--- src/rtl/mem_writeback_stage_if.sv ---
// mem_writeback_stage_if: data-memory req/ack bus between the writeback stage and memory
interface mem_writeback_stage_if;
    logic        mem_req_out;
    logic        mem_we_out;
    logic [31:0] mem_addr_out;
    logic [31:0] mem_wdata_out;
    logic [3:0]  mem_be_out;
    logic        mem_ack_in;
    logic [31:0] mem_rdata_in;
    modport master (
        output mem_req_out, mem_we_out, mem_addr_out, mem_wdata_out, mem_be_out,
        input  mem_ack_in, mem_rdata_in
    );
    modport slave (
        input  mem_req_out, mem_we_out, mem_addr_out, mem_wdata_out, mem_be_out,
        output mem_ack_in, mem_rdata_in
    );
endinterface

--- src/rtl/mem_writeback_stage.sv ---
// mem_writeback_stage: MIPS memory-access and register writeback stage
module mem_writeback_stage #(
    parameter int TIMEOUT = 16
) (
    input  logic                         clk,
    input  logic                         reset,
    input  logic [31:0]                  alu_result_in,
    input  logic [31:0]                  store_data_in,
    input  logic [4:0]                   reg_write_dest_in,
    input  logic [5:0]                   ctrl_in,
    output logic                         stall_out,
    mem_writeback_stage_if.master        mem,
    output logic                         reg_write_en_out,
    output logic [4:0]                   reg_write_dest_out,
    output logic [31:0]                  reg_write_data_out,
    output logic                         align_err_out,
    output logic                         mem_err_out
);
    typedef enum logic {IDLE, ACCESS} state_t;
    state_t      state;
    logic [7:0]  cnt;
    logic [31:0] m_addr, m_data;
    logic [4:0]  m_dest;
    logic [5:0]  m_ctrl;
    logic        is_read, mem_op, misalign, entry, last, in_access, ack;
    logic [1:0]  size;
    logic [7:0]  ld_byte;
    logic [15:0] ld_half;
    logic [31:0] ld_data, wdata_raw;
    logic [3:0]  be_raw;
    assign is_read   = m_ctrl[0];
    assign mem_op    = m_ctrl[0] | m_ctrl[1];
    assign size      = m_ctrl[4:3];
    assign misalign  = mem_op & ((size == 2'b01 & m_addr[0]) | (size[1] & |m_addr[1:0]));
    assign in_access = state == ACCESS;
    assign entry     = state == IDLE & mem_op & ~misalign;
    assign last      = cnt == 8'(TIMEOUT - 1);
    assign ack       = mem.mem_ack_in;
    // Entry holds the next instruction for one edge; the completing or abandoning edge releases it.
    assign stall_out = entry | (in_access & ~ack & ~last);
    assign ld_byte   = mem.mem_rdata_in[{m_addr[1:0], 3'b000} +: 8];
    assign ld_half   = m_addr[1] ? mem.mem_rdata_in[31:16] : mem.mem_rdata_in[15:0];
    assign ld_data   = size == 2'b00 ? {{24{~m_ctrl[5] & ld_byte[7]}}, ld_byte}
                     : size == 2'b01 ? {{16{~m_ctrl[5] & ld_half[15]}}, ld_half}
                     : mem.mem_rdata_in;
    assign be_raw    = size == 2'b00 ? 4'b0001 << m_addr[1:0]
                     : size == 2'b01 ? (m_addr[1] ? 4'b1100 : 4'b0011)
                     : 4'b1111;
    assign wdata_raw = size == 2'b00 ? {4{m_data[7:0]}}
                     : size == 2'b01 ? {2{m_data[15:0]}}
                     : m_data;
    assign mem.mem_req_out   = in_access;
    assign mem.mem_we_out    = in_access & ~is_read;
    assign mem.mem_addr_out  = in_access ? {m_addr[31:2], 2'b00} : 32'h0;
    assign mem.mem_wdata_out = in_access ? wdata_raw : 32'h0;
    assign mem.mem_be_out    = in_access ? be_raw : 4'h0;
    // Stage register M: captures execute results whenever upstream is not stalled.
    always_ff @(posedge clk or posedge reset) begin
        if (reset) begin
            m_addr <= '0;
            m_data <= '0;
            m_dest <= '0;
            m_ctrl <= '0;
        end else if (!stall_out) begin
            m_addr <= alu_result_in;
            m_data <= store_data_in;
            m_dest <= reg_write_dest_in;
            m_ctrl <= ctrl_in;
        end
    end
    // Access FSM, timeout counter, writeback register W and sticky error flags.
    always_ff @(posedge clk or posedge reset) begin
        if (reset) begin
            state              <= IDLE;
            cnt                <= '0;
            reg_write_en_out   <= 1'b0;
            reg_write_dest_out <= '0;
            reg_write_data_out <= '0;
            align_err_out      <= 1'b0;
            mem_err_out        <= 1'b0;
        end else begin
            state              <= (entry | (in_access & ~ack & ~last)) ? ACCESS : IDLE;
            cnt                <= in_access ? cnt + 8'd1 : 8'd0;
            reg_write_en_out   <= in_access ? ack & is_read & m_ctrl[2] : ~mem_op & m_ctrl[2];
            reg_write_dest_out <= m_dest;
            reg_write_data_out <= in_access ? ld_data : m_addr;
            align_err_out      <= align_err_out | (state == IDLE & misalign);
            mem_err_out        <= mem_err_out | (in_access & ~ack & last);
        end
    end
endmodule

--- src/flat_wrapper.sv ---
// flat-port wrapper written by rule: the top's interface ports become plain ports
module mem_writeback_stage_flat 
#(
    parameter int TIMEOUT = 16
)
  (clk, reset, alu_result_in, store_data_in, reg_write_dest_in, ctrl_in, stall_out, reg_write_en_out, reg_write_dest_out, reg_write_data_out, align_err_out, mem_err_out, mem_mem_req_out, mem_mem_we_out, mem_mem_addr_out, mem_mem_wdata_out, mem_mem_be_out, mem_mem_ack_in, mem_mem_rdata_in);
  mem_writeback_stage_if mem_i ();
  input  logic clk;
  input  logic reset;
  input  logic [31:0] alu_result_in;
  input  logic [31:0] store_data_in;
  input  logic [4:0] reg_write_dest_in;
  input  logic [5:0] ctrl_in;
  output logic stall_out;
  output logic reg_write_en_out;
  output logic [4:0] reg_write_dest_out;
  output logic [31:0] reg_write_data_out;
  output logic align_err_out;
  output logic mem_err_out;
  output wire logic [$bits(mem_i.mem_req_out)-1:0] mem_mem_req_out;
  output wire logic [$bits(mem_i.mem_we_out)-1:0] mem_mem_we_out;
  output wire logic [$bits(mem_i.mem_addr_out)-1:0] mem_mem_addr_out;
  output wire logic [$bits(mem_i.mem_wdata_out)-1:0] mem_mem_wdata_out;
  output wire logic [$bits(mem_i.mem_be_out)-1:0] mem_mem_be_out;
  input wire logic [$bits(mem_i.mem_ack_in)-1:0] mem_mem_ack_in;
  input wire logic [$bits(mem_i.mem_rdata_in)-1:0] mem_mem_rdata_in;
  assign mem_mem_req_out = mem_i.mem_req_out;
  assign mem_mem_we_out = mem_i.mem_we_out;
  assign mem_mem_addr_out = mem_i.mem_addr_out;
  assign mem_mem_wdata_out = mem_i.mem_wdata_out;
  assign mem_mem_be_out = mem_i.mem_be_out;
  assign mem_i.mem_ack_in = mem_mem_ack_in;
  assign mem_i.mem_rdata_in = mem_mem_rdata_in;
  mem_writeback_stage #(.TIMEOUT(TIMEOUT)) u_core (.clk(clk), .reset(reset), .alu_result_in(alu_result_in), .store_data_in(store_data_in), .reg_write_dest_in(reg_write_dest_in), .ctrl_in(ctrl_in), .stall_out(stall_out), .mem(mem_i), .reg_write_en_out(reg_write_en_out), .reg_write_dest_out(reg_write_dest_out), .reg_write_data_out(reg_write_data_out), .align_err_out(align_err_out), .mem_err_out(mem_err_out));
endmodule
--- config.mk ---
export PLATFORM = sky130hd
export DESIGN_NAME = mem_writeback_stage_flat
export DESIGN_NICKNAME = d
export VERILOG_FILES = /design/src/rtl/mem_writeback_stage_if.sv /design/src/rtl/mem_writeback_stage.sv /design/src/flat_wrapper.sv
export SDC_FILE = /design/constraint.sdc
export NUM_CORES = 1
export LEC_CHECK = 0
export BUFFER_PORTS_ARGS = -buffer_cell sky130_fd_sc_hd__buf_2
export CAP_MARGIN = 0
export CORE_MARGIN = 2
export CORE_UTILIZATION = 30
export CTS_CLUSTER_DIAMETER = 150
export CTS_CLUSTER_SIZE = 20
export DETAILED_ROUTE_END_ITERATION = 6
export PLACE_DENSITY = 0.63
export SYNTH_ARGS = -nofsm -noshare
export SYNTH_HDL_FRONTEND = slang
export SYNTH_SLANG_ARGS = --single-unit
--- constraint.sdc ---
create_clock -name clk -period 5.08 [get_ports clk]
set_input_delay 0.508 -clock clk [delete_from_list [all_inputs] [get_ports clk]]
set_output_delay 0.508 -clock clk [all_outputs]
set_load 0.01 [all_outputs]
# After elaboration in Yosys (flattened, before gate mapping)

Index checks and enable logic that the tools add are counted.

Latch bits: 0
Memories kept: 0
Bits in read-only memories: 0
Output and inout bits: 111
RAM bits: 0
Register bits: 124

Shifts and indexed selects: 2
Equality and inequality tests: 2
Mux-type cells: 15
$lt $le $gt $ge: 0
Reductions and logical operators: 2
Multiply operators: 0
Bitwise gates (word level): 27
Add/subtract/negate cells: 1
Divide/modulo/power cells: 0

Operator list:

| kind                | number |
|---|---|
| $mux 32             | 7 |
| $shiftx 32x6->8     | 1 |
| $mux 16             | 1 |
| $mux 4              | 4 |
| $and 1x1->1         | 15 |
| $add 8x1->8 const B | 1 |
| $eq 8x4->1 const B  | 1 |
| $mux 8              | 1 |
| $not 1->1           | 7 |
| $or 1x1->1          | 5 |
| $shl 1x2->4 const A | 1 |
| $eq 2x1->1 const B  | 1 |
| $logic_not 2->1     | 1 |
| $mux 1              | 2 |
| $reduce_or 2->1     | 1 |

# Depth between registers and ports, before layout

Depth after elaboration: 8
Gate-level depth with buffers: 7
Gate-level depth less buffers: 5

# Worst setup path after synthesis

OpenSTA, ideal clock, no wires.

Kind: reg-to-output
Start point: reg u_core.m_ctrl[3]
End point: out mem_mem_wdata_out[11]
Path buffers: 3
Stages on the path, launching flop included: 7
Arrival: 1.488 ns
Data required time: 4.572 ns
Setup slack: 3.084 ns
Path through: dfrtp_1 > clkbuf_1 > or2_2 > clkbuf_1 > clkbuf_1 > nand2_1 > a21boi_0

Longest elaborated chain between the ends: 3

Ends and longest elaborated chain:

| item                   | line                      | source |
|---|---|---|
| start, declared        | mem_writeback_stage.sv:24 | `logic [5:0] m_ctrl;` |
| start signal, assigned | mem_writeback_stage.sv:68 | `m_ctrl <= ctrl_in;` |
| $logic_not 2->1        | mem_writeback_stage.sv:49 | `assign wdata_raw = size == 2'b00 ? {4{m_data[7:0]}}` |
| $mux 32                | mem_writeback_stage.sv:49 |  |
| $mux 32                | mem_writeback_stage.sv:55 | `assign mem.mem_wdata_out = in_access ? wdata_raw : 32'h0;` |
| end, declared          | flat_wrapper.sv:23        | `output wire logic [$bits(mem_i.mem_wdata_out)-1:0] mem_mem_wdata_out;` |

Every way passes these cells.

# Final worst setup path

Start point: reg u_core.m_addr[0]
End point: out stall_out

Longest elaborated chain between the ends: 7
Elaborated cells on any way between the ends: 8
Classes of those cells: bitwise (7); reduce/logical (1)

Ends and longest elaborated chain:

| item                   | line                      | source |
|---|---|---|
| start, declared        | mem_writeback_stage.sv:22 | `logic [31:0] m_addr, m_data;` |
| start signal, assigned | mem_writeback_stage.sv:65 | `m_addr <= alu_result_in;` |
| $reduce_or 2->1        | mem_writeback_stage.sv:34 | `assign misalign = mem_op & ((size == 2'b01 & m_addr[0]) \| (size[1] & \|m_addr[1:0]));` |
| $and 1x1->1            | mem_writeback_stage.sv:34 |  |
| $or 1x1->1 *           | mem_writeback_stage.sv:34 |  |
| $and 1x1->1 *          | mem_writeback_stage.sv:34 |  |
| $not 1->1 *            | mem_writeback_stage.sv:36 | `assign entry = state == IDLE & mem_op & ~misalign;` |
| $and 1x1->1 *          | mem_writeback_stage.sv:36 |  |
| $or 1x1->1 *           | mem_writeback_stage.sv:40 | `assign stall_out = entry \| (in_access & ~ack & ~last);` |
| end, declared          | flat_wrapper.sv:14        | `output logic stall_out;` |

Mark *: on every way between the ends. The rest lies on a longest branch, timed or not.

==> out/metrics.yaml <==
numCtsBuffers: 17
cts_sinks: 124
ys.flop_type: "dfrtp_1"
dp_slack_ns: 2.31
post_route_cells_drive_above_1_share_pct: 45.9
max_slew_margin_pct: 37.6
area.growth.synth_to_final_pct: 32.9
cp.required_ns: 4.57
netlist_instances: 538
syn-cell-area_mm2: 0.00617
tns_ns: 0
rows: 52
ir_drop_uv: 344
layout.nets: 850
clkTransAtPathRegs_ns: 0.06
grt_max_degree: 105
setup_violations: 0
pwr-share-comb_pct: 45.6
pwr-share-clk_pct: 24.8
period_share_pct: 62.9
fmax_mhz: 313
synth_edf_count: 0
dieArea_mm2: 0.0217
insertion_delay_ns: 0.41
rsz0062_at_grt: "no"
firstDrtPassIters: 4
worstSetupEndpointType: "primary output"
synth_async_sr_flop_share_pct: 100
drc: 0
synth_seq_cells: 124
cts_setup_buffers: 0
ys_seq_area_share_pct: 50.3
worstPathArrival_ns: 2.69
coreArea_mm2: 0.0202
hold_viol: 0
htreeDepth: 4
routed_wl_um: 18500
avgViaCountPerCell: 4.67
clock_path_buffers: 2
cts_resized: 0
drv_slew: 0
n_fill_cell: 2010
fin_crit_ns: 3.19
synth.avg_cell_area_um2: 11.5
synth_commonest_cells: "124 x dfrtp_1, 49 x nand2_1, 43 x and2_1"
powerDensity_mw_per_mm2: 756
cts_tree: "done"
ys_warn_count: 0
synth_top_cell_by_area: "dfrtp_1"
yosysMostFrequentCell: "dfrtp_1"
path_class: "reg2out"
grt_pass1_vias: 4842
grt-ovfl-total: 0
antenna_found_initial: 5
io_buffers: 218
cap_violations: 0
min_path_type: "in2async"
path_max_fanout: 49
worst_pin_slew_ns: 0.935
ant_nets: 0
die-width_um: 147
io_pins: 221
dr_total_vias: 4777
start_kind: "flip-flop"
grt_pass1_wl_um: 27900
leakage_nw: 4.06
synth.distinct_cells: 45
drtIter0Drc: 161
internal_power_mw: 3.92
yosys-top-cells-area: "dfrtp_1 50%, mux2_4 9.5%, mux2_2 6.9%"
hold_buffers: 0
skew_ns: 0.00599
dpl.hpwl_um: 13200
place_congestion: 0.768
switchingPower_mw: 2.28
die_h_um: 147
start_util_pct: 30.5
status: "complete, no violations"
post_drt_wl_per_cell_um: 18.1
power_frac_seq_pct: 29.6
fin_ws_ns: 1.89
synth_top_cell_area_share_pct: 50.3
netSwitchingFraction_pct: 36.7
cts-root-buf: "clkbuf_16"
grt_usage_pct: 17.1
[flip-flops by register name, summed over array words and instances (netlist names)]
name / count
u_core.m_addr: 32
u_core.m_data: 32
u_core.reg_write_data_out: 32
u_core.cnt: 8
u_core.m_ctrl: 6
u_core.m_dest: 5
u_core.reg_write_dest_out: 5
u_core.align_err_out: 1
u_core.mem.mem_req_out: 1
u_core.mem_err_out: 1
u_core.reg_write_en_out: 1
[worst max-delay path, stage by stage, from the launching register on]
cell and delay, ns:
dfrtp_1 0.61, a21oi_1 0.25, nor2_1 0.11, o32ai_4 0.26
buf_4 0.72, buf_2 0.27
[worst paths after layout]
kind	from	end	slack (ns)	cells after the start
min in group clk	alu_result_in[30]	u_core.m_addr[30]$_DFFE_PP0N_	0.32	2
max in group asynchronous	reset	u_core.m_addr[27]$_DFFE_PP0N_	3.75	3
hold / removal	reset	u_core.m_data[14]$_DFFE_PP0N_	0.20	2
setup / recovery	u_core.m_addr[0]$_DFFE_PP0N_	stall_out	1.89	5
hold reg to reg	u_core.m_dest[1]$_DFFE_PP0N_	u_core.reg_write_dest_out[1]$_DFF_PP0_	0.37	0
setup reg to reg	u_core.m_addr[0]$_DFFE_PP0N_	u_core.m_addr[21]$_DFFE_PP0N_	2.55	5
[layout by cell type (no fill, tap or decap), types with 8 or more instances in the layout]
master,instances
o211a_1,8
and2_1,43
dfrtp_1,122
a21oi_1,29
clkbuf_16,17
nor2b_1,14
a21boi_0,11
nor2_1,40
mux2i_1,17
mux2_2,38
mux2_4,39
bufinv_16,9
inv_1,12
buf_2,218
nand2_1,49
[logic make-up after synthesis]
logic type	after synthesis	share of synthesized area [%]
flip-flops	124	50.3
AND/OR/NAND/NOR	157	12.2
adder cells (fa/ha/maj)	1	0.203
other	1	0.0608
AO/OA/AOI/OAI	94	10.7
buffers and inverters	56	4.26
XOR/XNOR	4	0.568
multiplexers	101	21.7
[power by group through the flow]
stage                     Sequential, mW  Clock [mW]  Combinational, mW
after floorplan                     1.78           0               2.03
after global placement              1.84           0               2.85
final                               1.84        1.54               2.83
after CTS                           1.84        1.56               2.87
after global routing                1.91        1.61               3.08
after detailed placement            1.85           0               2.87
[metal layers]
| metal | up-vias | wire length [um] | share of wire, % | global-route usage [%] |
|---|---|---|---|---|
| met3 | 18 | 1140 | 6.2 | 5.93 |
| met5 | - | 45 | 0.24 | 0 |
| met1 | 2349 | 7760 | 42 | 20.8 |
| li1 | 2263 | - | - | - |
| met2 | 139 | 9330 | 50 | 28.8 |
| met4 | 8 | 217 | 1.2 | 4.66 |
[final cells by class]
class	instances	area (um^2)	area share, %
multi-input combinational	359	2820	34.4
clock inverter	15	318	3.87
timing repair buffer	224	1140	13.8
clock buffer	17	425	5.19
antenna	2	5.00	0.0610
inverter	13	53.8	0.656
tap	270	338	4.12
sequential	124	3110	37.9
[stage by stage]
step | hold slack [ns] | power, mW | utilization (%) | instances | instance area, um^2
2_1_floorplan | 0.349 | 3.81 | - | 539 | 6170
3_3_place_gp | 0.351 | 4.68 | 36.8 | 990 | 7460
3_5_place_dp | 0.358 | 4.71 | 36.8 | 990 | 7460
4_1_cts | 0.230 | 6.27 | 40.5 | 1022 | 8200
5_1_grt | 0.252 | 6.59 | 40.5 | 1022 | 8200
6_report | 0.199 | 6.20 | 40.5 | 1024 | 8200
(Power assumes the default switching activity.)
